$ cat src/rtl/fb_pkg.sv
// Shared definitions for the framebuffer fill controller.
// Contents: framebuffer geometry, coordinate widths, the fill FSM state type
// and the fill command record.
package fb_pkg;

    localparam int FB_WIDTH  = 320;
    localparam int FB_HEIGHT = 200;
    localparam int FB_DEPTH  = 8;

    localparam int X_W = 9;
    localparam int Y_W = 8;

    // Exclusive limits, one bit wider than a coordinate so that "end" values
    // (x0+w, y0+h) compare against them without overflow.
    localparam logic [X_W:0] X_LIMIT = (X_W+1)'(FB_WIDTH);
    localparam logic [Y_W:0] Y_LIMIT = (Y_W+1)'(FB_HEIGHT);

    typedef enum logic {
        IDLE = 1'b0,
        FILL = 1'b1
    } fill_state_t;

    typedef struct packed {
        logic [X_W-1:0]      x;
        logic [Y_W-1:0]      y;
        logic [X_W-1:0]      w;
        logic [Y_W-1:0]      h;
        logic [FB_DEPTH-1:0] color;
    } fill_cmd_t;

endpackage

$ cat src/rtl/fb_rect_walker.sv
// Row-major rectangle walker.
// Holds the current pixel position of a fill and steps it on i_advance.
// i_load presents a new rectangle; during the load cycle the outputs already
// show the origin so the controller can issue the first write immediately.
// Ports:
//   clk, reset        clock, asynchronous active-low reset
//   i_load            latch origin and exclusive ends
//   i_x0, i_y0        rectangle origin
//   i_x_end, i_y_end  exclusive end coordinates (one bit wider)
//   i_advance         step to the next pixel
//   o_cur_x, o_cur_y  current pixel
//   o_last            current pixel is the final one of the rectangle
module fb_rect_walker
    import fb_pkg::*;
(
    input  logic           clk,
    input  logic           reset,
    input  logic           i_load,
    input  logic [X_W-1:0] i_x0,
    input  logic [Y_W-1:0] i_y0,
    input  logic [X_W:0]   i_x_end,
    input  logic [Y_W:0]   i_y_end,
    input  logic           i_advance,
    output logic [X_W-1:0] o_cur_x,
    output logic [Y_W-1:0] o_cur_y,
    output logic           o_last
);

    logic [X_W-1:0] r_x0;
    logic [X_W-1:0] r_cur_x;
    logic [Y_W-1:0] r_cur_y;
    logic [X_W:0]   r_x_end;
    logic [Y_W:0]   r_y_end;

    logic [X_W-1:0] w_x0;
    logic [X_W:0]   w_x_end;
    logic [Y_W:0]   w_y_end;
    logic           w_row_end;

    always_comb begin
        w_x0      = i_load ? i_x0    : r_x0;
        w_x_end   = i_load ? i_x_end : r_x_end;
        w_y_end   = i_load ? i_y_end : r_y_end;
        o_cur_x   = i_load ? i_x0    : r_cur_x;
        o_cur_y   = i_load ? i_y0    : r_cur_y;
        w_row_end = (({1'b0, o_cur_x} + 1'b1) == w_x_end);
        o_last    = w_row_end && (({1'b0, o_cur_y} + 1'b1) == w_y_end);
    end

    always_ff @(posedge clk or negedge reset) begin
        if (!reset) begin
            r_x0    <= '0;
            r_cur_x <= '0;
            r_cur_y <= '0;
            r_x_end <= '0;
            r_y_end <= '0;
        end else begin
            if (i_load) begin
                r_x0    <= i_x0;
                r_x_end <= i_x_end;
                r_y_end <= i_y_end;
            end
            if (i_advance) begin
                if (w_row_end) begin
                    r_cur_x <= w_x0;
                    r_cur_y <= o_cur_y + 1'b1;
                end else begin
                    r_cur_x <= o_cur_x + 1'b1;
                    r_cur_y <= o_cur_y;
                end
            end else if (i_load) begin
                r_cur_x <= i_x0;
                r_cur_y <= i_y0;
            end
        end
    end

endmodule

$ cat src/rtl/fb_fill_controller.sv
// Rectangle-fill sequencer and write-port arbiter for a 320x200x8 framebuffer.
// Fill commands are walked row-major and emitted one pixel per cycle; a host
// single-pixel stream shares the write port, alternating with the fill when
// both compete. All write outputs are registered (grant at N -> write at N+1).
// Configuration macro FB_FILL_CLIP_EN: when defined, rectangles are clipped to
// the framebuffer; when undefined, out-of-bounds commands are rejected with a
// one-cycle cmd_error pulse.
// Ports:
//   clk, reset                         clock, asynchronous active-low reset
//   cmd_valid/cmd_ready, cmd_*         fill command handshake and fields
//   pix_valid/pix_ready, pix_*         host pixel handshake and fields
//   fb_write_enable/x/y/data           framebuffer write port
//   busy, done, cmd_error              status
module fb_fill_controller
    import fb_pkg::*;
(
    input  logic                clk,
    input  logic                reset,
    input  logic                cmd_valid,
    output logic                cmd_ready,
    input  logic [X_W-1:0]      cmd_x,
    input  logic [Y_W-1:0]      cmd_y,
    input  logic [X_W-1:0]      cmd_w,
    input  logic [Y_W-1:0]      cmd_h,
    input  logic [FB_DEPTH-1:0] cmd_color,
    input  logic                pix_valid,
    output logic                pix_ready,
    input  logic [X_W-1:0]      pix_x,
    input  logic [Y_W-1:0]      pix_y,
    input  logic [FB_DEPTH-1:0] pix_data,
    output logic                fb_write_enable,
    output logic [X_W-1:0]      fb_write_x,
    output logic [Y_W-1:0]      fb_write_y,
    output logic [FB_DEPTH-1:0] fb_write_data,
    output logic                busy,
    output logic                done,
    output logic                cmd_error
);

    fill_state_t         r_state, w_state_next;
    logic                r_busy, r_last_fill, r_done, r_err, r_we;
    logic [X_W-1:0]      r_wx;
    logic [Y_W-1:0]      r_wy;
    logic [FB_DEPTH-1:0] r_wd, r_color;

    fill_cmd_t           w_cmd;
    logic [X_W:0]        w_x_sum, w_x_end;
    logic [Y_W:0]        w_y_sum, w_y_end;
    logic                w_reject, w_zero, w_cmd_acc, w_pix_acc, w_pix_write;
    logic                w_start, w_fill_grant, w_last;
    logic [X_W-1:0]      w_cur_x;
    logic [Y_W-1:0]      w_cur_y;

    always_comb begin
        w_cmd   = {cmd_x, cmd_y, cmd_w, cmd_h, cmd_color};
        w_x_sum = {1'b0, w_cmd.x} + {1'b0, w_cmd.w};
        w_y_sum = {1'b0, w_cmd.y} + {1'b0, w_cmd.h};
`ifdef FB_FILL_CLIP_EN
        w_x_end  = (w_x_sum > X_LIMIT) ? X_LIMIT : w_x_sum;
        w_y_end  = (w_y_sum > Y_LIMIT) ? Y_LIMIT : w_y_sum;
        w_reject = 1'b0;
        // Also covers w=0, h=0 and an origin outside the framebuffer.
        w_zero   = (w_x_end <= {1'b0, w_cmd.x}) || (w_y_end <= {1'b0, w_cmd.y});
`else
        w_x_end  = w_x_sum;
        w_y_end  = w_y_sum;
        w_reject = (w_x_sum > X_LIMIT) || (w_y_sum > Y_LIMIT);
        w_zero   = (w_cmd.w == '0) || (w_cmd.h == '0);
`endif
        // Commands wait until the final write of the previous fill has issued.
        cmd_ready   = (r_state == IDLE) && !r_busy;
        pix_ready   = (r_state == IDLE) || r_last_fill;
        w_cmd_acc   = cmd_valid && cmd_ready;
        w_pix_acc   = pix_valid && pix_ready;
        w_pix_write = w_pix_acc && ({1'b0, pix_x} < X_LIMIT) && ({1'b0, pix_y} < Y_LIMIT);
        w_start     = w_cmd_acc && !w_reject && !w_zero;

        // In IDLE the first fill pixel goes out in the accept cycle unless a
        // host pixel takes the port; in FILL the fill gets every slot the
        // host does not win.
        if (r_state == IDLE) begin
            w_fill_grant = w_start && !w_pix_acc;
        end else begin
            w_fill_grant = !w_pix_acc;
        end

        w_state_next = r_state;
        case (r_state)
            IDLE: if (w_start && !(w_fill_grant && w_last)) w_state_next = FILL;
            FILL: if (w_fill_grant && w_last) w_state_next = IDLE;
            default: w_state_next = IDLE;
        endcase
    end

    fb_rect_walker u_walker (
        .clk       (clk),
        .reset     (reset),
        .i_load    (w_start),
        .i_x0      (w_cmd.x),
        .i_y0      (w_cmd.y),
        .i_x_end   (w_x_end),
        .i_y_end   (w_y_end),
        .i_advance (w_fill_grant),
        .o_cur_x   (w_cur_x),
        .o_cur_y   (w_cur_y),
        .o_last    (w_last)
    );

    always_ff @(posedge clk or negedge reset) begin
        if (!reset) begin
            r_state     <= IDLE;
            r_busy      <= 1'b0;
            r_last_fill <= 1'b0;
            r_done      <= 1'b0;
            r_err       <= 1'b0;
            r_we        <= 1'b0;
            r_wx        <= '0;
            r_wy        <= '0;
            r_wd        <= '0;
            r_color     <= '0;
        end else begin
            r_state <= w_state_next;
            // busy stays up through the cycle carrying the final fill write.
            r_busy  <= (w_state_next == FILL) || w_fill_grant;
            if (w_fill_grant) begin
                r_last_fill <= 1'b1;
            end else if (w_pix_acc) begin
                r_last_fill <= 1'b0;
            end
            if (w_start) r_color <= w_cmd.color;
            r_done <= (w_fill_grant && w_last) || (w_cmd_acc && !w_reject && w_zero);
            r_err  <= w_cmd_acc && w_reject;
            r_we   <= w_fill_grant || w_pix_write;
            if (w_fill_grant) begin
                r_wx <= w_cur_x;
                r_wy <= w_cur_y;
                r_wd <= w_start ? w_cmd.color : r_color;
            end else if (w_pix_write) begin
                r_wx <= pix_x;
                r_wy <= pix_y;
                r_wd <= pix_data;
            end
        end
    end

    assign fb_write_enable = r_we;
    assign fb_write_x      = r_wx;
    assign fb_write_y      = r_wy;
    assign fb_write_data   = r_wd;
    assign busy            = r_busy;
    assign done            = r_done;
    assign cmd_error       = r_err;

endmodule

$ cat config.mk
export PLATFORM = sky130hd
export DESIGN_NAME = fb_fill_controller
export DESIGN_NICKNAME = d
export VERILOG_FILES = /design/src/rtl/fb_pkg.sv /design/src/rtl/fb_rect_walker.sv /design/src/rtl/fb_fill_controller.sv
export SDC_FILE = /design/constraint.sdc
export NUM_CORES = 1
export LEC_CHECK = 0
export ABC_CLOCK_PERIOD_IN_PS = 5600
export BUFFER_PORTS_ARGS = -buffer_cell sky130_fd_sc_hd__buf_4
export CORE_MARGIN = 2
export CORE_UTILIZATION = 32
export DETAILED_ROUTE_END_ITERATION = 10
export PLACE_DENSITY = 0.63
export SETUP_SLACK_MARGIN = 0.3
export SLEW_MARGIN = 30
export SYNTH_ARGS = -nofsm -noshare
export SYNTH_HDL_FRONTEND = slang
export SYNTH_SLANG_ARGS = --single-unit
export TNS_END_PERCENT = 100
$ cat constraint.sdc
create_clock -name clk -period 5.6 [get_ports clk]
set_input_delay 0.84 -clock clk [delete_from_list [all_inputs] [get_ports clk]]
set_output_delay 0.84 -clock clk [all_outputs]
set_load 0.1 [all_outputs]
; ---- Word-level counts from Yosys, hierarchy flattened
; Cells that the tools add are included.
[totals]
reg_bits = 84
in_bits = 71
out_inout_bits = 31
wordCells = 78
[op_classes]
add_sub_neg = 6
magnitude_cmp = 4
eq_ne = 2
mux = 22
n_bitwise = 1
reduce_logical = 28
[op_table]
columns = cell, n
row1 = $mux W8, 8
row2 = $mux W9, 7
row3 = $logic_and A1 B1 Y1, 13
row4 = $add A9 B1 Y10 const B, 1
row5 = $add A9 B9 Y10, 1
row6 = $eq A10 B10 Y1, 1
row7 = $gt A10 B9 Y1 const B, 1
row8 = $mux W10, 1
row9 = $add A8 B1 Y9 const B, 1
row10 = $add A8 B8 Y9, 1
row11 = $add A9 B1 Y9 const B, 1
row12 = $eq A9 B9 Y1, 1
row13 = $gt A9 B8 Y1 const B, 1
row14 = $logic_not A9 Y1, 1
row15 = $lt A9 B9 Y1 const B, 1
row16 = $add A8 B1 Y8 const B, 1
row17 = $logic_not A8 Y1, 1
row18 = $lt A8 B8 Y1 const B, 1
row19 = $logic_or A1 B1 Y1, 6
row20 = $logic_not A1 Y1, 5
row21 = $mux W1, 5
row22 = $reduce_bool A2 Y1, 2
row23 = $pmux W1 S2, 1
row24 = $not A1 Y1, 1

; ---- Longest topological paths before layout
; Gate-level depths: netlist of run 1.
[depth]
word_depth = 16
ltp_mapped = 27
depth_no_buf = 22

; ---- Hierarchy
; From an unflattened synthesis of run 1, not the netlist that was laid out.
[unflattened]
hier_cells = 505
area_unflattened_um2 = 5452.7
[modules_own_cells]
columns = mod, instances, cells_per_inst, area_per_inst_um2, seq_area_each_um2
row1 = fb_rect_walker, 1, 258, 2736.4, 1126.1
row2 = fb_fill_controller, 1, 247, 2716.4, 975.9

; ---- Least setup slack after synthesis of run 1
; OpenSTA, ideal clock, no wires.
[synth_timing]
kind = register -> register
startpoint = reg r_busy (netlist: busy)
endpoint = reg u_walker.r_cur_x[0]
setup_ps = 76
t_arrival_ps = 6200
t_required_ps = 5524
slack_ps = -677
stages_incl_launch_ff = 24
n_path_buf = 6
path_cell_list = dfrtp_1 -> nor2_1 -> nand2_1 -> or2_2 -> clkbuf_1 -> nor3_4 -> buf_6 -> buf_4 -> buf_6 -> buf_4 -> nand2_1 -> nand2_1 -> ha_1 -> clkbuf_1 -> and4_1 -> and4_1 -> xor2_1 -> xnor2_1 -> nand4_1 -> mux2i_1 -> o211ai_2 -> or3_1 -> a31o_2 -> o21ai_1
[synth_via]
elab_chain_cells = 10
elab_cells_between_ends = 15
cone_classes = add/sub: 2 / eq/ne: 1 / mux: 6 / reduce/logical: 6
[synth_rtl]
columns = item, line_no
row1 = "start, declared", fb_fill_controller.sv:41  ; logic r_busy, r_last_fill, r_done, r_err, r_we;
row2 = "start signal, assigned", fb_fill_controller.sv:124  ; r_busy <= (w_state_next == FILL) || w_fill_grant;
row3 = $logic_not A1 Y1 (*), fb_fill_controller.sv:71  ; cmd_ready = (r_state == IDLE) && !r_busy;
row4 = $logic_and A1 B1 Y1 (*), fb_fill_controller.sv:71
row5 = named net cmd_ready, fb_fill_controller.sv:20  ; output logic cmd_ready,
row6 = $logic_and A1 B1 Y1 (*), fb_fill_controller.sv:73  ; w_cmd_acc = cmd_valid && cmd_ready;
row7 = $logic_and A1 B1 Y1 (*) (2 in series), fb_fill_controller.sv:76  ; w_start = w_cmd_acc && !w_reject && !w_zero;
row8 = $mux W9, -
row9 = $add A9 B1 Y10, fb_rect_walker.sv:46  ; w_row_end = (({1'b0, o_cur_x} + 1'b1) == w_x_end);
row10 = $eq A10 B10 Y1, fb_rect_walker.sv:46
row11 = $mux W9, fb_rect_walker.sv:64  ; if (w_row_end) begin
row12 = $mux W9 (*), fb_rect_walker.sv:63  ; if (i_advance) begin
row13 = "end signal, assigned", fb_rect_walker.sv:65  ; r_cur_x <= w_x0;
row14 = "end signal, assigned", fb_rect_walker.sv:68  ; r_cur_x <= o_cur_x + 1'b1;
row15 = "end signal, assigned", fb_rect_walker.sv:72  ; r_cur_x <= i_x0;
row16 = "end, declared", fb_rect_walker.sv:30  ; logic [X_W-1:0] r_cur_x;
; The timed path passes the listed nets; every way through them passes the cells marked *.
; A chain may end at the register's enable or synchronous reset.

; ---- Worst setup path in the final report of run 1
[layout_timing]
startpoint = in cmd_y[0]
endpoint = reg u_walker.r_cur_y[1]
[layout_via]
elab_chain_cells = 11
elab_cells_between_ends = 16
cone_classes = add/sub: 3 / order compare: 1 / eq/ne: 1 / mux: 6 / reduce/logical: 5
[layout_rtl]
columns = item, line_no
row1 = "start, declared", fb_fill_controller.sv:22  ; input logic [Y_W-1:0] cmd_y,
row2 = $add A8 B8 Y9, fb_fill_controller.sv:57  ; w_y_sum = {1'b0, w_cmd.y} + {1'b0, w_cmd.h};
row3 = $gt A9 B8 Y1, fb_fill_controller.sv:67  ; w_reject = (w_x_sum > X_LIMIT) || (w_y_sum > Y_LIMIT);
row4 = $logic_or A1 B1 Y1, fb_fill_controller.sv:67
row5 = $logic_not A1 Y1, fb_fill_controller.sv:76
row6 = $logic_and A1 B1 Y1 (2 in series), fb_fill_controller.sv:76
row7 = $mux W9, -
row8 = $add A9 B1 Y10, fb_rect_walker.sv:46
row9 = $eq A10 B10 Y1, fb_rect_walker.sv:46
row10 = $mux W8, fb_rect_walker.sv:64
row11 = $mux W8 (*), fb_rect_walker.sv:63
row12 = "end signal, assigned", fb_rect_walker.sv:66  ; r_cur_y <= o_cur_y + 1'b1;
row13 = "end signal, assigned", fb_rect_walker.sv:69  ; r_cur_y <= o_cur_y;
row14 = "end signal, assigned", fb_rect_walker.sv:73  ; r_cur_y <= i_y0;
row15 = "end, declared", fb_rect_walker.sv:31  ; logic [Y_W-1:0] r_cur_y;
; Mark *: on every way between the ends. The rest lies on a longest branch, timed or not.

==> results of run 1 <==
[metal layers]
metal | vias to the layer above | track usage [%] | part of all wire [%]
met4 | 0 | 5.726 | 1.1
met3 | 13 | 2.355 | 5.5
li1 | 2520 | - | -
met1 | 2463 | 27.54 | 53
met5 | - | 0 | 0
met2 | 158 | 26.15 | 41
[repair_timing]
action,CTS,global route
resized for setup,1,17
setup buffers,1,6
pin swaps,0,15
hold buffers,0,0
endpoints found under the setup margin,6,19
[worst reg2reg max path: cells and delay by family, from the launching register on]
kind / cells / cell delay (ps)
adder cells (fa/ha/maj): 1 / 180
AO/OA/AOI/OAI: 2 / 370
flip-flops: 1 / 460
buffers and inverters: 3 / 490
AND/OR/NAND/NOR: 9 / 1610
XOR/XNOR: 3 / 420
multiplexers: 2 / 290
[placed cells by master, fill, tap and decap left out, drive strengths merged, types with 7 or more instances in the layout]
| master | instances |
|---|---|
| o22ai | 7 |
| nand4 | 9 |
| a21oi | 33 |
| xor2 | 25 |
| nor4 | 7 |
| nor3 | 8 |
| mux2i | 33 |
| clkbuf | 14 |
| and3 | 10 |
| nand2b | 11 |
| ha | 18 |
| nand2 | 116 |
| a221o | 24 |
| xnor2 | 33 |
| inv | 14 |
| nor2b | 8 |
| o21ai | 24 |
| nand3 | 16 |
| dfrtp | 84 |
| buf | 125 |
| nor2 | 45 |
[area by class of cell]
class | count | area [um^2] | area share (%)
Clock buffer | 14 | 274.0 | 3.768
Timing Repair Buffer | 125 | 942.2 | 12.96
Tap cell | 225 | 281.5 | 3.871
Multi-Input combinational cell | 512 | 3590 | 49.36
Clock inverter | 1 | 30.03 | 0.4129
Sequential cell | 84 | 2102 | 28.91
Inverter | 14 | 52.55 | 0.7226
[sequential cells by signal, summed over array words and instances (netlist names), 8 cells and up]
register / flops
fb_write_data: 8
fb_write_x: 9
fb_write_y: 8
r_color: 8
u_walker.r_cur_x: 9
u_walker.r_cur_y: 8
u_walker.r_x0: 9
u_walker.r_x_end: 10
u_walker.r_y_end: 9
[path summary, 6_finish.rpt]
check | to | slack (ps) | cells past startpoint
max reg2reg | u_walker.r_cur_y[1]$_DFF_PN0_ | 1630 | 20
min | fb_write_data[6]$_DFFE_PN0P_ | 390 | 1
min in group clk | r_color[2]$_DFF_PN0_ | 470 | 2
min reg2reg | r_color[2]$_DFF_PN0_ | 470 | 2
max in group asynchronous | u_walker.r_x_end[2]$_DFF_PN0_ | 4100 | 2
max | u_walker.r_cur_y[1]$_DFF_PN0_ | 540 | 25
[kinds of logic (layout without fill, tap and decap cells)]
group | after synthesis | after routing | synth area share, %
xor+xnor | 58 | 58 | 8.870
buf+inv | 46 | 154 | 3.823
simple gates | 259 | 259 | 21.48
fa+ha+maj | 20 | 20 | 4.632
compound gates | 137 | 137 | 17.54
flops | 84 | 84 | 36.71
mux | 38 | 38 | 6.948
[stage by stage]
| stage | worst slack [ps] | power [W] | area [um^2] |
|---|---|---|---|
| after floorplan | -30.23 | 0.002722 | 5831 |
| after global placement | 34.58 | 0.003217 | 6833 |
| after detailed placement | -88.28 | 0.003239 | 6834 |
| after CTS | 307.3 | 0.003877 | 7151 |
| after global routing | 272.5 | 0.004148 | 7272 |
| final | 535.2 | 0.003901 | 7272 |
[power groups by stage]
stage / combinational, W / clock (W) / sequential (W)
2_1_floorplan: 0.00103 / 0 / 0.00169
3_3_place_gp: 0.00212 / 0 / 0.00109
3_5_place_dp: 0.00214 / 0 / 0.00109
4_1_cts: 0.00215 / 0.000639 / 0.00109
5_1_grt: 0.00236 / 0.000662 / 0.00113
6_report: 0.00219 / 0.000622 / 0.00109
==> results.txt, run 1 <==
----------------------------------------------------
[Synth]
  Commonest register cell after synthesis ... dfrtp_1
  Most numerous cell in the Yosys netlist ... nand2_1
  Most frequent cells after synthesis ... 116 x nand2_1, 84 x dfrtp_1, 44 x nor2_1
  Number of cells produced by synthesis ... 642
  Number of register bits inferred by synthesis ... 84
  Register area share after synthesis ... 36.71%
  Area leader, netlist ... dfrtp_1
  Most area-consuming cells after synthesis ... dfrtp_1 37%, nand2_1 7.6%, mux2i_1 5.8%, xnor2_1 5.0%, a221o_1 4.2%
  Number of enable flip-flop cells after synthesis ... 0
  Synth Area per Inst ... 8.920 um^2
  Net count after synthesis ... roughly 730
  Yosys synthesis warning count ... 0
  FFs w/ async S/R, synth ... 100.0%
  Netlist cell types ... 67
  Post-synth top area share ... 36.71%
  Cell area after synthesis ... 5727 um^2

[Timing]
  Max Clock Skew ... 6.016 ps
  Tightest slew margin relative to the limit ... 39.66%
  RSZ-0062 raised after global routing ... no
  Setup Viol. Count Final ... 0
  Count of final hold-check violations ... 0
  Pins over their slew limit ... 0
  Final period util ... between 90% and 100%
  Minimum period implied by the final worst setup slack ... approximately 5000 ps
  Setup TNS ... 0 ps
  Final worst hold slack ... 390.1 ps
  Measured slew at the worst slew-check pin ... ~900 ps
  FMAX ... 197.4 MHz

[Floorplan]
  Chip height ... 137.8 um
  Die area ... 18980 um^2
  Floorplan row count ... between 40 and 50
  Die boundary width ... 137.8 um
  Area of the core ... 17420 um^2
  I/O pins ... around 100
  Initial standard-cell utilization of the core ... about a third

[Placement]
  Count of placed standard cells including taps ... between 900 and 1000
  Detailed placement HPWL ... 12.00 mm
  Final RePlAce weighted congestion ... between 0.8 and 0.9
  Buffers on Ports ... ~100

[Critical path]
  Crit path capture type ... flop
  Kind of launch point of the worst setup path ... primary input
  Endpoint required time on the critical path ... 5810 ps
  WS Path Type ... in -> reg
  Slowest cell delay on critical path ... ~350 ps
  Critical-path top delay cell ... fa_2
  Critical path data arrival time ... 5280 ps
  Critical path buffer and inverter count ... 4
  Critical path peak fanout ... 7
  Startpoint of the most critical setup path ... cmd_y[0]
  Crit path max-delay family ... compound AO/OA/AOI/OAI gates
  Cell occurring most often along the worst timing path ... buf_4
  R2R Path Start ... r_state$_DFF_PN0_

[Clock network]
  Number of buffers added by the clock tree synthesis step ... 9
  Clock tree from TritonCTS ... done
  H-Tree Depth ... 3
  Clock net sink count ... 84
  Source-to-sink clock delay at the later pin of the worst-skew pair ... 340 ps
  Clock root cell ... clkbuf_16
  Clock-pin slew on the worst setup and hold paths ... 60 ps
  Deepest clock path buffer count ... 2

[Power and ir drop]
  Flop pwr share ... ~28%
  Power density normalized to cell area ... 536.4 nW/um^2
  Share of total power in combinational logic ... approximately 56%
  Leakage power total ... 3.401 nW
  Clock share of power ... 15.9%
  IR Drop Worst-Case VDD ... 0.0003845 V
  Int Pwr ... 0.001983 W
  Switching power share of the total ... about half
  Net switching power figure ... approximately 0.0019 W

[Route]
  First-pass iteration count of the detailed router ... 5
  Remaining antenna violation count after routing ... 0
  Total wire length ... 16.30 mm
  Via count ... 5154
  Number of DRC violations after detailed-routing iteration 0 ... 312
  Via density per instance ... roughly 5.3
  Total DRC errors in the routed layout ... 0
  Detail-routed net length per standard cell ... 16.72 um

[Global route]
  Congestion Overflow GR ... 0
  First-pass GRT wire length ... 26.76 mm
  GRT Total Usage ... 18.04%
  Via count of the first global-routing pass ... 5141
  Maximum number of pins on one net before global-route repair ... 65
  Initial antenna violation count ... 0

[Layout]
  Filler cells ... about 1700
  Net total in the final layout ... 837
  Layout cell share with drive strength beyond 1 ... 24.93%
  Area growth, synth to finish ... 26.98%
  Antenna diode count ... 0
  Fin util ... 41.75%
  Number of cells in the finished layout apart from fillers ... 975

[Min path]
  Type of the worst min-delay path ... in -> async

[Run status]
  Outcome ... complete, no violations

[Run]
  Count of max-cap constraint violations ... 0

----------------------------------------------------
(Power assumes the default switching activity.)
==> run 2: changes to the inputs <==
--- a/config.mk
+++ b/config.mk
@@ -9,6 +9,7 @@
 export BUFFER_PORTS_ARGS = -buffer_cell sky130_fd_sc_hd__buf_4
 export CORE_MARGIN = 2
 export CORE_UTILIZATION = 32
+export CTS_BUF_LIST = sky130_fd_sc_hd__clkbuf_8
 export DETAILED_ROUTE_END_ITERATION = 10
 export PLACE_DENSITY = 0.63
 export SETUP_SLACK_MARGIN = 0.3
==> results.txt, run 2 (synthesized netlist as in run 1, its figures left out) <==
----------------------------------------------------
[Critical path]
  Cells along the critical path ... buf_4 > ha_4 > fa_2 > a21o_1 > a21oi_2 > xnor2_2 > o41a_1 > o21a_4 > nor3_4 > nand2_2 > a21boi_2 > inv_1 > ha_4 > and4_4 > and4_4 > xor2_2 > xnor2_1 > nand4_1 > mux2i_1 > o211ai_2 > buf_4 > nor3_4 > xnor2_1 > mux2i_1
  Crit path max-delay family ... compound AO/OA/AOI/OAI gates
  Critical path data arrival time ... 5280 ps (about the same)
  Critical path peak fanout ... 7 (unchanged)
  Slowest cell delay on critical path ... 420 ps (+70 ps)
  Capturing point of the worst reg2reg path ... u_walker.r_cur_y[1]$_DFF_PN0_
  Reg2reg setup slack ... 1690 ps (+60 ps)
  Kind of launch point of the worst setup path ... primary input
  Startpoint of the most critical setup path ... cmd_x[0]
  WS Path Type ... in -> reg
  Critical path buffer and inverter count ... 3 (-1)
  Endpoint required time on the critical path ... 5840 ps (+30 ps)
  Crit path capture type ... flop
  R2R Path Start ... r_state$_DFF_PN0_
  Critical-path top delay cell ... o41a_1
  Worst R2R Path Depth ... 19 (-5.0%)

[Placement]
  Count of placed standard cells including taps ... 953 (unchanged)
  Detailed placement HPWL ... 12.00 mm (unchanged)
  Buffers on Ports ... 101 (unchanged)
  Final RePlAce weighted congestion ... 0.8759 (unchanged)
  Cell area after placement ... 6834 um^2 (unchanged)

[Clock network]
  Clock net sink count ... 84 (unchanged)
  Number of buffers added by the clock tree synthesis step ... 9 (unchanged)
  Source-to-sink clock delay at the later pin of the worst-skew pair ... 370 ps (+30 ps)
  Clock tree from TritonCTS ... done
  H-Tree Depth ... 3 (unchanged)
  Deepest clock path buffer count ... 2 (unchanged)
  Quantity of hold-fixing buffers added after cts ... 0 (unchanged)
  Clock root cell ... clkbuf_8
  Clock-pin slew on the worst setup and hold paths ... 80 ps (+20 ps)

[Global route]
  First-pass GRT wire length ... 26.61 mm (-0.54%)
  Via count of the first global-routing pass ... 5105 (-0.70%)
  GRT Total Usage ... 17.96% (-0.078 points)
  Maximum number of pins on one net before global-route repair ... 65 (unchanged)
  Initial antenna violation count ... 0 (unchanged)
  Congestion Overflow GR ... 0 (unchanged)

[Layout]
  Area growth, synth to finish ... 24.49%
  Fin util ... 40.93% (-0.82 points)
  Max reg flops ... 10 (unchanged)
  Filler cells ... 1757 (+0.80%)
  Layout cell share with drive strength beyond 1 ... 24.33% (-0.60 points)
  Net total in the final layout ... 835 (-0.24%)
  Multi-input gate area in the final layout ... 3567 um^2 (-0.63%)
  Commonest cells after routing, fill and taps aside ... 123 x buf_4, 113 x nand2_1, 84 x dfrtp_1
  Number of cells in the finished layout apart from fillers ... 973 (-0.21%)
  Register name with the most flops ... u_walker.r_x_end
  Storage cell area ... 2102 um^2 (unchanged)
  Commonest non-fill, non-tap cell in the layout ... buf_4
  Antenna diode count ... 0 (unchanged)
  Summed area of non-filler cells in the final layout ... 7129 um^2 (-2.0%)

[Route]
  Via density per instance ... 5.292 (+0.11%)
  Number of DRC violations after detailed-routing iteration 0 ... 331 (+6.1%)
  Via count ... 5149 (-0.097%)
  Total wire length ... 16.14 mm (-0.98%)
  Detail-routed net length per standard cell ... 16.59 um (-0.78%)
  Remaining antenna violation count after routing ... 0 (unchanged)
  Total DRC errors in the routed layout ... 0 (unchanged)
  First-pass iteration count of the detailed router ... 5 (unchanged)

[Timing]
  Pins over their slew limit ... 0 (unchanged)
  Minimum period implied by the final worst setup slack ... 5037 ps (-27.49 ps)
  Measured slew at the worst slew-check pin ... 882.4 ps (-19.30 ps)
  FMAX ... 198.5 MHz (+0.55%)
  Setup TNS ... 0 ps (unchanged)
  Tightest slew margin relative to the limit ... 40.95% (+1.3 points)
  RSZ-0062 raised after global routing ... no
  Setup Viol. Count Final ... 0 (unchanged)
  Final period util ... 89.95% (-0.49 points)
  Max Clock Skew ... 8.321 ps (+2.305 ps)
  Count of final hold-check violations ... 0 (unchanged)

[Run status]
  Outcome ... complete, no violations

[Min path]
  Type of the worst min-delay path ... in -> async

[Floorplan]
  Floorplan row count ... 48 (unchanged)
  Initial standard-cell utilization of the core ... 32.88% (unchanged)
  Die boundary width ... 137.8 um (unchanged)
  Chip height ... 137.8 um (unchanged)
  I/O pins ... 102 (unchanged)
  Area of the core ... 17420 um^2 (unchanged)
  Die area ... 18980 um^2 (unchanged)

[Run]
  Count of max-cap constraint violations ... 0 (unchanged)

[Power and ir drop]
  IR Drop Worst-Case VDD ... 0.0003506 V (-8.8%)
  Power density normalized to cell area ... 521.4 nW/um^2 (-2.8%)
  Power after layout ... 0.003717 W (-4.7%)
  Leakage power total ... 3.342 nW (-1.7%)

----------------------------------------------------
-- run 2: cell count changes in the layout (fill, tap and decap cells not counted), sizes merged --
cell,before,now
buf,125,123
clkbuf,14,12
inv,14,16
-- run 2: cell type report --
cell class / instances / share of cell area (%)
Multi-Input combinational cell: 512 / 50.04
Tap cell: 225 / 3.949
Timing Repair Buffer: 123 / 12.95
Sequential cell: 84 / 29.48
Clock inverter: 3 / 0.5265
Clock buffer: 12 / 2.317
Inverter: 14 / 0.7371
-- run 2: power breakdown --
| group | total [W] | switching [W] | leakage, nW | internal [W] |
|---|---|---|---|---|
| sequential | 0.00109 | 0.000204 | 1.05 | 0.000884 |
| combinational | 0.00217 | 0.00146 | 2.18 | 0.000710 |
| clock | 0.000461 | 0.000223 | 0.111 | 0.000238 |
-- run 2: worst max path at each step --
stage | to | slack (ps) | depth (start not counted)
floorplan | u_walker.r_cur_x[0]$_DFF_PN0_ | -30 | 26
global placement | u_walker.r_cur_y[2]$_DFF_PN0_ | 30 | 23
detailed placement | u_walker.r_cur_y[2]$_DFF_PN0_ | -90 | 23
CTS | r_state$_DFF_PN0_ | 300 | 23
global route | u_walker.r_cur_x[0]$_DFF_PN0_ | 280 | 23
finish | u_walker.r_cur_y[1]$_DFF_PN0_ | 560 | 24
-- run 2: through the flow --
stage	worst slack, ps	hold WS [ps]
floorplan	-30.23	433.9
global placement	34.58	448.6
detailed placement	-88.28	458.3
CTS	302.2	356.9
global route	284.4	372.9
finish	562.7	358.8
-- run 2: worst reg2reg max path: stages (launching register included) --
cell	delay [ps]
dfrtp_1	470
nor2_2	210
nand2_1	150
or2_2	380
nor3_4	220
nand2_2	100
a21boi_2	170
inv_1	110
ha_4	190
and4_4	220
and4_4	220
xor2_2	150
xnor2_1	140
nand4_1	100
mux2i_1	200
o211ai_2	200
buf_4	230
nor3_4	120
xnor2_1	130
mux2i_1	90
-- run 2: repair_timing --
| action | in CTS | in global routing |
|---|---|---|
| setup buffers | 0 | 5 |
| setup endpoints to repair | 0 | 19 |
| resized for setup | 0 | 13 |
-- run 2: routing by layer --
| metal | GRT usage, % | part of all wire, % |
|---|---|---|
| met3 | 2.355 | 6.6 |
| met2 | 25.73 | 41 |
| met5 | 0 | 0 |
| met4 | 6.066 | 1.2 |
| met1 | 27.52 | 51 |
==> run 3: changes to the inputs <==
--- a/config.mk
+++ b/config.mk
@@ -8,10 +8,10 @@
 export ABC_CLOCK_PERIOD_IN_PS = 5600
 export BUFFER_PORTS_ARGS = -buffer_cell sky130_fd_sc_hd__buf_4
 export CORE_MARGIN = 2
-export CORE_UTILIZATION = 32
+export CORE_UTILIZATION = 45
 export CTS_BUF_LIST = sky130_fd_sc_hd__clkbuf_8
 export DETAILED_ROUTE_END_ITERATION = 10
-export PLACE_DENSITY = 0.63
+export PLACE_DENSITY = 0.79
 export SETUP_SLACK_MARGIN = 0.3
 export SLEW_MARGIN = 30
 export SYNTH_ARGS = -nofsm -noshare
==> results.txt, run 3 (synthesized netlist as in run 1, its figures left out) <==
----------------------------------------------------
[Run status]
  Outcome ... complete, no violations

[Critical path]
  Startpoint of the most critical setup path ... cmd_x[0]
  Crit path capture type ... flop
  R2R Path Start ... r_state$_DFF_PN0_
  Kind of launch point of the worst setup path ... primary input
  Critical path peak fanout ... 7 (unchanged)
  Critical path data arrival time ... 5420 ps (+140 ps)
  WS Path Type ... in -> reg
  Endpoint required time on the critical path ... 5890 ps (+50 ps)

[Floorplan]
  Area of the core ... 12520 um^2 (-28%)
  I/O pins ... 102 (unchanged)
  Chip height ... 116.8 um (-15%)
  Initial standard-cell utilization of the core ... 45.75% (+13 points)
  Die area ... 13640 um^2 (-28%)
  Die boundary width ... 116.8 um (-15%)
  Floorplan row count ... 41 (-15%)

[Min path]
  Type of the worst min-delay path ... reg -> reg
  Startpoint of the tightest hold check path ... u_walker.r_x0[7]$_DFF_PN0_

[Global route]
  Via count of the first global-routing pass ... 5056 (-0.96%)
  Congestion Overflow GR ... 0 (unchanged)
  First-pass GRT wire length ... 24.98 mm (-6.1%)
  GRT Total Usage ... 23.17% (+5.2 points)
  Maximum number of pins on one net before global-route repair ... 85 (+31%)
  Initial antenna violation count ... 0 (unchanged)

[Layout]
  Fin util ... 56.53% (+16 points)
  Filler cells ... 1134 (-35%)
  Antenna diode count ... 0 (unchanged)
  Storage cell area ... 2102 um^2 (unchanged)
  Register name with the most flops ... u_walker.r_x_end
  Commonest non-fill, non-tap cell in the layout ... buf_4
  Max reg flops ... 10 (unchanged)
  Area growth, synth to finish ... 23.55%
  Net total in the final layout ... 836 (+0.12%)
  Layout cell share with drive strength beyond 1 ... 24.67% (+0.34 points)
  Multi-input gate area in the final layout ... 3578 um^2 (+0.32%)
  Commonest cells after routing, fill and taps aside ... 119 x buf_4, 114 x nand2_1, 84 x dfrtp_1

[Power and ir drop]
  IR Drop Worst-Case VDD ... 0.0002097 V (-40%)
  Flop pwr share ... 29.4% (about the same)
  Net switching power figure ... 0.001908 W (+1.1%)
  Power density normalized to cell area ... 523.2 nW/um^2 (+0.34%)
  Leakage power total ... 3.325 nW (-0.51%)
  Switching power share of the total ... 51.54% (+0.79 points)
  Power after layout ... 0.003702 W (-0.42%)
  Clock share of power ... 11.7% (-0.7 points)
  Int Pwr ... 0.001794 W (-2.0%)
  Share of total power in combinational logic ... 58.8% (+0.5 points)

[Timing]
  Final period util ... 91.54% (+1.6 points)
  Setup Viol. Count Final ... 0 (unchanged)
  Minimum period implied by the final worst setup slack ... 5126 ps (+88.82 ps)
  Count of final hold-check violations ... 0 (unchanged)
  Measured slew at the worst slew-check pin ... 828.1 ps (-54.32 ps)
  RSZ-0062 raised after global routing ... no
  Max Clock Skew ... 11.01 ps (+2.688 ps)
  Pins over their slew limit ... 0 (unchanged)
  FMAX ... 195.1 MHz (-1.7%)
  Tightest slew margin relative to the limit ... 44.59% (+3.6 points)

[Clock network]
  Clock-pin slew on the worst setup and hold paths ... 80 ps (about the same)
  H-Tree Depth ... 3 (unchanged)
  Source-to-sink clock delay at the later pin of the worst-skew pair ... 370 ps (about the same)
  Clock net sink count ... 84 (unchanged)
  Clock root cell ... clkbuf_8
  Clock tree from TritonCTS ... done
  Deepest clock path buffer count ... 2 (unchanged)
  Number of buffers added by the clock tree synthesis step ... 9 (unchanged)

[Route]
  Via count ... 5384 (+4.6%)
  Total DRC errors in the routed layout ... 0 (unchanged)
  Detail-routed net length per standard cell ... 17.33 um (+4.5%)
  Remaining antenna violation count after routing ... 0 (unchanged)
  Total wire length ... 15.98 mm (-1.0%)
  Via density per instance ... 5.839 (+10%)
  First-pass iteration count of the detailed router ... 5 (unchanged)
  Number of DRC violations after detailed-routing iteration 0 ... 526 (+59%)

[Placement]
  Final RePlAce weighted congestion ... 0.9082 (+3.7%)
  Buffers on Ports ... 101 (unchanged)
  Detailed placement HPWL ... 11.57 mm (-3.6%)

[Run]
  Count of max-cap constraint violations ... 0 (unchanged)

----------------------------------------------------
run 3: critical path: stages:
cell and delay, ps:
buf_4 150, ha_4 170, fa_2 390, a21o_1 210, a21oi_2 180, xnor2_2 110
o41a_1 410, o21a_4 260, nor3_4 190, nand2_1 110, a21boi_1 160, inv_1 130
ha_4 200, xor2_1 220, xnor2_1 160, nand3_1 100, nor4_1 270, nand3_1 130
mux2i_2 210, o211ai_4 180, or3_1 360, a31o_2 210, o21ai_1 70
run 3: final timing paths:
path                                                  to  slack (ps)  depth (start not counted)
min in group asynchronous  u_walker.r_y_end[1]$_DFF_PN0_         500                          1
setup / recovery           u_walker.r_cur_x[0]$_DFF_PN0_         470                         23
hold reg to reg               u_walker.r_x0[7]$_DFF_PN0_         480                          2
setup reg to reg           u_walker.r_cur_x[0]$_DFF_PN0_        1590                         18
hold / removal                u_walker.r_x0[7]$_DFF_PN0_         480                          2
max in group asynchronous      fb_write_x[2]$_DFFE_PN0P_        4550                          1
run 3: stage by stage:
step	instances	hold slack, ps	setup TNS (ps)	area, um^2	worst slack (ps)
global route	922	495.7	0	7076	253.7
CTS	913	480.0	0	6938	338.2
global placement	897	448.5	0	6744	126.6
finish	922	475.9	0	7076	473.8
detailed placement	897	456.5	-45.85	6748	-45.73
floorplan	642	433.9	-30.23	5831	-30.23
run 3: layout make-up:
class / instances / share of cell area, %
multi-input cells: 512 / 50.57
flip-flops and latches: 84 / 29.71
repair buffers: 124 / 13.24
well taps: 172 / 3.042
clock buffers: 9 / 1.751
inverters: 14 / 0.7427
clock inverters: 7 / 0.9372
run 3: layer usage:
metal | track usage (%) | part of all wire [%] | vias to the layer above
met5 | 0 | 0 | -
met1 | 33.86 | 46 | 2601
met4 | 8.314 | 1.8 | 0
met3 | 2.781 | 7.7 | 25
met2 | 35.61 | 45 | 239
li1 | - | - | 2519
run 3: timing repair:
action	CTS	global route
setup buffers	0	7
setup endpoints to repair	0	19
resized for setup	0	15
hold buffers	0	0
run 3: power groups by stage:
stage | Combinational (W) | Sequential, W | Clock, W
2_1_floorplan | 0.00103 | 0.00169 | 0
3_3_place_gp | 0.00209 | 0.00108 | 0
3_5_place_dp | 0.00213 | 0.00109 | 0
4_1_cts | 0.00214 | 0.00108 | 0.000441
5_1_grt | 0.00233 | 0.00112 | 0.000468
6_report | 0.00218 | 0.00109 | 0.000435
